File: src/rtl/nn_ram_arbiter.sv
// Round-robin arbiter sharing the single-port SoC RAM between fetch (M0), load/store (M1)
// and the VGA line reader (M2), with a bounded lock for bursts and one-cycle read return.
`timescale 1ns/1ps

module nn_ram_arbiter #(
    parameter int AW       = 10,
    parameter int DW       = 32,
    parameter int MAX_LOCK = 16
) (
    input  logic              CLK,
    input  logic              RST_N,
    input  logic [2:0]        REQ,
    input  logic [2:0]        WE,
    input  logic [2:0]        LOCK,
    input  logic [3*AW-1:0]   ADDR,
    input  logic [3*DW-1:0]   WDATA,
    output logic [2:0]        GNT,
    output logic [2:0]        RVALID,
    output logic [DW-1:0]     RDATA,
    output logic              RAM_EN,
    output logic              RAM_WE,
    output logic [AW-1:0]     RAM_ADDR,
    output logic [DW-1:0]     RAM_WDATA,
    input  logic [DW-1:0]     RAM_RDATA
);

    typedef enum logic {
        ARB    = 1'b0,
        LOCKED = 1'b1
    } state_t;

    localparam logic [7:0] LOCK_LIM = 8'(MAX_LOCK);
    // With a limit of one the first grant already exhausts the lock, so LOCKED is never entered.
    localparam bit         LOCK_OK  = (MAX_LOCK > 1);

    state_t     state, state_nxt;
    logic [1:0] last, last_nxt;
    logic [1:0] owner, owner_nxt;
    logic [7:0] lcnt, lcnt_nxt;
    logic [1:0] gnt_idx;
    logic       gnt_any;
    logic [1:0] cand1, cand2;
    logic [2:0] vld_p1;

    function automatic logic [1:0] next_idx(input logic [1:0] v);
        return (v == 2'd2) ? 2'd0 : v + 2'd1;
    endfunction

    assign cand1 = next_idx(last);
    assign cand2 = next_idx(cand1);

    always_comb begin
        state_nxt = state;
        last_nxt  = last;
        owner_nxt = owner;
        lcnt_nxt  = lcnt;
        gnt_idx   = 2'd0;
        gnt_any   = 1'b0;
        case (state)
            ARB: begin
                if (REQ[cand1]) begin
                    gnt_idx = cand1;
                    gnt_any = 1'b1;
                end else if (REQ[cand2]) begin
                    gnt_idx = cand2;
                    gnt_any = 1'b1;
                end else if (REQ[last]) begin
                    gnt_idx = last;
                    gnt_any = 1'b1;
                end
                if (gnt_any) begin
                    last_nxt = gnt_idx;
                    if (LOCK[gnt_idx] && LOCK_OK) begin
                        state_nxt = LOCKED;
                        owner_nxt = gnt_idx;
                        lcnt_nxt  = 8'd1;
                    end
                end
            end
            LOCKED: begin
                if (REQ[owner]) begin
                    gnt_idx  = owner;
                    gnt_any  = 1'b1;
                    last_nxt = owner;
                    lcnt_nxt = lcnt + 8'd1;
                    if (!LOCK[owner] || (lcnt_nxt >= LOCK_LIM)) begin
                        state_nxt = ARB;
                        lcnt_nxt  = 8'd0;
                    end
                end else begin
                    // Owner walked away: release without a grant, others compete next cycle.
                    state_nxt = ARB;
                    lcnt_nxt  = 8'd0;
                end
            end
            default: begin
                state_nxt = ARB;
                lcnt_nxt  = 8'd0;
            end
        endcase
    end

    always_ff @(posedge CLK or negedge RST_N) begin
        if (!RST_N) begin
            state <= ARB;
            last  <= 2'd2;
            owner <= 2'd0;
            lcnt  <= 8'd0;
        end else begin
            state <= state_nxt;
            last  <= last_nxt;
            owner <= owner_nxt;
            lcnt  <= lcnt_nxt;
        end
    end

    // Stage p0: grant and RAM drive, combinational from the winning requester.
    assign GNT       = gnt_any ? (3'b001 << gnt_idx) : 3'b000;
    assign RAM_EN    = gnt_any;
    assign RAM_WE    = gnt_any & WE[gnt_idx];
    assign RAM_ADDR  = gnt_any ? ADDR[gnt_idx*AW +: AW] : '0;
    assign RAM_WDATA = gnt_any ? WDATA[gnt_idx*DW +: DW] : '0;

    // Stage p1: read return, tagged with the requester granted one cycle earlier.
    always_ff @(posedge CLK or negedge RST_N) begin
        if (!RST_N) begin
            vld_p1 <= 3'b000;
        end else begin
            vld_p1 <= GNT & ~WE;
        end
    end

    assign RVALID = vld_p1;
    assign RDATA  = RAM_RDATA;

endmodule

File: config.mk
export PLATFORM = sky130hd
export DESIGN_NAME = nn_ram_arbiter
export DESIGN_NICKNAME = d
export VERILOG_FILES = /design/src/rtl/nn_ram_arbiter.sv
export SDC_FILE = /design/constraint.sdc
export NUM_CORES = 1
export LEC_CHECK = 0
export BUFFER_PORTS_ARGS = -buffer_cell sky130_fd_sc_hd__buf_2
export CORE_AREA = 3 3 95 97
export DETAILED_ROUTE_END_ITERATION = 7
export DIE_AREA = 0 0 98 100
export PLACE_DENSITY = 0.64
export SLEW_MARGIN = 25
export SYNTH_ARGS = -nofsm -noshare
export SYNTH_HDL_FRONTEND = slang
export SYNTH_SLANG_ARGS = --single-unit
File: constraint.sdc
create_clock -name CLK -period 4.6 [get_ports CLK]
set_input_delay 0.92 -clock CLK [delete_from_list [all_inputs] [get_ports CLK]]
set_output_delay 0.92 -clock CLK [all_outputs]
set_load 0.02 [all_outputs]
==> results of run 1 <==
final timing paths:
kind,start,endpoint,slack (ps)
setup / recovery,REQ[1],RAM_WDATA[31],900
setup reg to reg,last[1]$_DFFE_PN1P_,lcnt[2]$_DFFE_PN0P_,2690
max in group asynchronous,RST_N,last[1]$_DFFE_PN1P_,3710
min in group asynchronous,RST_N,lcnt[0]$_DFFE_PN0P_,580
hold / removal,lcnt[7]$_DFFE_PN0P_,lcnt[7]$_DFFE_PN0P_,540
hold reg to reg,lcnt[7]$_DFFE_PN0P_,lcnt[7]$_DFFE_PN0P_,540
area by class of cell:
class                   instances  area (sq um)
fillers                       898          5410
multi-input cells             185          1240
repair buffers                190           961
flip-flops and latches         16           402
well taps                     105           131
clock buffers                   4          55.1
inverters                       4          15.0
layer usage:
layer	GRT usage, %	vias to the layer above	wire length [microns]
met3	5.00	28	807
met5	0	-	13
met2	26.0	106	4140
met4	5.64	2	225
met1	21.8	1161	3710
li1	-	1210	-
placed cells by master (no fill, tap or decap), types with 2 or more instances in the layout:
master	count
nand3_1	4
buf_4	4
nand2_1	30
o21ai_0	12
buf_2	186
nand2b_1	2
a21oi_1	11
nor2_1	2
and3_1	4
dfrtp_1	15
o21ai_1	15
clkbuf_8	4
a22oi_1	27
mux2i_1	3
nor4b_1	2
inv_1	2
nor3b_1	4
a21o_1	19
inv_2	2
nor2b_1	7
or3_1	2
a221o_1	2
o21a_1	2
a22o_1	17
sequential cells by signal (all words and copies together) (netlist names):
signal  count
state       1
RVALID      3
last        2
owner       2
lcnt        8
cell families after synthesis:
group,after synthesis
AOI/OAI and AO/OA,115
adders and majority gates,1
buffers and inverters,56
DFF,16
muxes,3
and+or+nand+nor,66
metrics by stage:
step,util (%),cells,total power [mW]
after global placement,33.5,500,1.63
after global routing,34.1,504,1.88
after floorplan,-,257,1.26
final,34.1,504,1.75
after CTS,34.1,504,1.77
after detailed placement,33.5,500,1.63
where the power goes:
group / switching (mW) / internal (mW)
registers: 0.0519 / 0.179
clock network: 0.0471 / 0.0759
logic: 0.892 / 0.503
total: 0.991 / 0.757
==> results.toml, run 1 <==
[grt]
grt_pass1_vias = 2481
grt_pass1_wl_microns = 13000
antenna_found_initial = 1
grt_overflow_total = 0
grt_max_degree = 49
track_usage_pct = 16.6

[clock_network]
h-tree-depth = 1
cts_tree = "done"
path_clk_slew_ps = 60
ctsHoldBuffers = 0
clk_latency_ps = 250
numCtsBuffers = 3
post_cts_resized = 0
clockBufferDepth = 2
cts_setup_buffers = 0
cts_root_buf = "clkbuf_8"
numClockSinks = 16

[run]
maxCapViolCount = 0

[finish]
drive_above_1_share_pct = 51.1
diodes = 0
finalNetCount = 570
final_cell_area_sq_mm = 0.00281
area_growth_syn_to_layout_pct = 38.5

[critical_path]
worstSetupPathType = "input pin to output port"
slowest_stage = "nor3_4"
cpMostUsedCell = "buf_2"
crit_arrival_ps = 2780
cp_max_fo = 34
endpoint_kind = "output port"
crit_family = "simple AND/OR/NAND/NOR gates"
worst_r2r_path_depth = 5
critical_path.cell_chain = "buf_2 > nor2b_1 > o41ai_4 > buf_4 > nor3_4 > a21o_1 > buf_2"
crit_path_start_kind = "input pin"
crit_buf_inv = 3
critPathMaxStageDelay_ps = 530
cp.required_ps = 3680
worst-path-stages = 7

[routing]
drtIter0Drc = 66
dr.pass1.iters = 4
wl_microns = 8900
ant_nets = 0
post-route-drc-count = 0
num_vias = 2507
viasPerCell = 4.97
wl_per_cell_microns = 17.7

[floorplan]
core_area_sq_mm = 0.00822
die_x_microns = 98
fp-row-count = 33
pin_count = 251
start_util_pct = 24.7
dieArea_sq_mm = 0.00980
die_height_microns = 100

[logic_synthesis]
synth-xor-area-share_pct = 0
synth_top_flop_cell = "dfrtp_1"
synthTopCellsByCount = "buf_4 (34), nand2_1 (30), a22oi_1 (27)"
yosys.area_share.adder_pct = 0.618
synth_mux_area_share_pct = 1.48
synth_top_cell_by_area = "dfrtp_1"
synth_edf_count = 0
ys_seq_elements = 16
synth_area_leaders = "dfrtp_1 (19%), buf_4 (13%), a22oi_1 (10%)"
ys_seq_area_share_pct = 19.8
synth_compound_area_share_pct = 41.2
synth_top_family_by_area = "compound AO/OA/AOI/OAI gates"
synth.most_common_cell = "buf_4"
yosys_warnings = 0
avgSynthCellArea_sq_um = 7.88
netlist.area_leader.share_pct = 18.5
ys_types = 46
synth_area_sq_mm = 0.00203
ys_async_sr_fraction_pct = 100
syn_inst = 257
synthSimpleGateAreaFrac_pct = 17.7
syn_nets = 427

[sta]
hold_violations = 0
fin_crit_ps = 3700
clock_skew_ps = 1.08
rsz0062_at_grt = "false"
slew_viol_final = 0
fin_setup_tns_ps = 0
period_share_pct = 80.5
setup_ws_ps = 899
max_freq_ghz = 0.270
tightest_slew_ps = 633
setup_viol = 0
whs_ps = 537
max_slew_margin_pct = 57.7

[pwr]
p_per_area_mw_per_mm2 = 623
ir_drop_v = 0.000255
p_leak_nw = 1.58

[placement]
placed_area_sq_mm = 0.00275
dp_hpwl_microns = 7410
dp_slack_ps = 903
io_buffer_count = 186
gp_congestion = 0.871

[outcome]
status = "completed"

[worst_hold_path]
holdPathStages = 1
min_path_type = "flip-flop to flip-flop"
Note: power is estimated with default switching activity, not from simulation.
==> run 2: changes to the inputs <==
--- a/config.mk
+++ b/config.mk
@@ -6,9 +6,9 @@
 export NUM_CORES = 1
 export LEC_CHECK = 0
 export BUFFER_PORTS_ARGS = -buffer_cell sky130_fd_sc_hd__buf_2
-export CORE_AREA = 3 3 95 97
+export CORE_AREA = 3 3 97 99
 export DETAILED_ROUTE_END_ITERATION = 7
-export DIE_AREA = 0 0 98 100
+export DIE_AREA = 0 0 100 102
 export PLACE_DENSITY = 0.64
 export SLEW_MARGIN = 25
 export SYNTH_ARGS = -nofsm -noshare
==> constraint.sdc (replaced) <==
create_clock -name CLK -period 3.1 [get_ports CLK]
set_input_delay 0.62 -clock CLK [delete_from_list [all_inputs] [get_ports CLK]]
set_output_delay 0.62 -clock CLK [all_outputs]
set_load 0.02 [all_outputs]
==> run 2 against run 1 <==
Critical endpoint is now RAM_WDATA[13]. Design area increased by 2.5%. Setup slack got worse by 700 ps. Via count increased by 1.1%. Core utilization decreased by 0.86 points. Global-route usage decreased by 1.7 points.
==> results.toml, run 2 (same netlist as run 1, synthesis figures left out) <==
[sta]
max_freq_ghz = 0.345
setup_ws_ps = 199
slew_viol_final = 0
clock_skew_ps = 0.641
tightest_slew_ps = 539
max_slew_margin_pct = 64.0
period_share_pct = 93.6
fin_crit_ps = 2900
whs_ps = 268
rsz0062_at_grt = "false"
setup_viol = 0
hold_violations = 0
fin_setup_tns_ps = 0

[finish]
top_register = "lcnt"
final_common_cell = "buf_2"
final_cells = 514
final_util_pct = 33.3
largest_reg_flops = 8
num-fill-cells = 953
area_growth_syn_to_layout_pct = 41.9
final_cell_mix = "buf_2 (186), nand2_1 (30), a22oi_1 (27)"
diodes = 0
drive_above_1_share_pct = 52.0
finalNetCount = 577
final_cell_area_sq_mm = 0.00287

[placement]
gp_congestion = 0.827
dp_slack_ps = 207
place_inst = 510
dp_hpwl_microns = 6850
placed_area_sq_mm = 0.00282
io_buffer_count = 186

[floorplan]
fp-row-count = 34
die_height_microns = 102
core_area_sq_mm = 0.00864
dieArea_sq_mm = 0.0102
die_x_microns = 100
pin_count = 251
start_util_pct = 23.5

[critical_path]
cp.required_ps = 2480
r2r-start = "last[0]$_DFFE_PN0P_"
crit_buf_inv = 2
rr_endpoint = "lcnt[0]$_DFFE_PN0P_"
crit_path_start_kind = "flip-flop"
crit_arrival_ps = 2280
r2r_slack_ps = 1150
startpoint = "last[1]$_DFFE_PN1P_"
worstSetupPathType = "flip-flop to output port"
worst-path-stages = 7
worst_r2r_path_depth = 5
cp_max_fo = 21
critPathMaxStageDelay_ps = 620
cp-endpoint = "RAM_WDATA[13]"
crit_family = "compound AO/OA/AOI/OAI gates"
critical_path.cell_chain = "nor2b_1 > o221ai_1 > and2_4 > buf_4 > a22oi_1 > o21ai_0 > buf_2"
endpoint_kind = "output port"
slowest_stage = "dfstp_2"

[clock_network]
numCtsBuffers = 3
post_cts_resized = 0
cts_tree = "done"
h-tree-depth = 1
cts_setup_buffers = 0
clockBufferDepth = 2
numClockSinks = 16
ctsHoldBuffers = 0
clk_latency_ps = 250
cts_root_buf = "clkbuf_8"
path_clk_slew_ps = 60

[grt]
grt_pass1_vias = 2406
grt_pass1_wl_microns = 12400
track_usage_pct = 14.8
antenna_found_initial = 0
grt_max_degree = 26
grt_overflow_total = 0

[pwr]
p_per_area_mw_per_mm2 = 926
finalPower_mw = 2.66
ir_drop_v = 0.000293
p_leak_nw = 1.61

[outcome]
status = "completed"

[worst_hold_path]
min_path_type = "input pin to asynchronous set/reset pin"

[routing]
viasPerCell = 4.93
post-route-drc-count = 0
drtIter0Drc = 119
dr.pass1.iters = 4
wl_per_cell_microns = 16.2
wl_microns = 8320
ant_nets = 0
num_vias = 2535

[run]
maxCapViolCount = 0
-- run 2: worst min-delay path by stage --
| stage | from | endpoint | cells past startpoint |
|---|---|---|---|
| CTS | RST_N | lcnt[3]$_DFFE_PN0P_ | 1 |
| floorplan | RST_N | RVALID[0]$_DFF_PN0_ | 0 |
| finish | RST_N | lcnt[3]$_DFFE_PN0P_ | 1 |
| global route | RST_N | lcnt[1]$_DFFE_PN0P_ | 1 |
| global placement | lcnt[1]$_DFFE_PN0P_ | lcnt[1]$_DFFE_PN0P_ | 1 |
| detailed placement | lcnt[1]$_DFFE_PN0P_ | lcnt[1]$_DFFE_PN0P_ | 1 |
-- run 2: where the power goes --
part           total, mW  switching, mW  internal, mW
Clock              0.184         0.0712         0.113
Combinational       2.13           1.32         0.816
Sequential         0.343         0.0784         0.265
-- run 2: layout make-up --
type                       count  area [sq um]  share of cell area (%)
timing repair buffer         197          1030                    35.7
multi-input combinational    185          1240                    43.2
clock buffer                   4          55.1                    1.92
inverter                       4          15.0                   0.522
tap                          108           135                    4.70
sequential                    16           402                    14.0
-- run 2: layer usage --
metal	part of all wire, %	track usage (%)	vias up
li1	-	-	1222
met1	39	19.4	1192
met2	52	25.2	110
met3	8.0	3.55	11
met4	1.0	2.59	0
met5	0	0	-
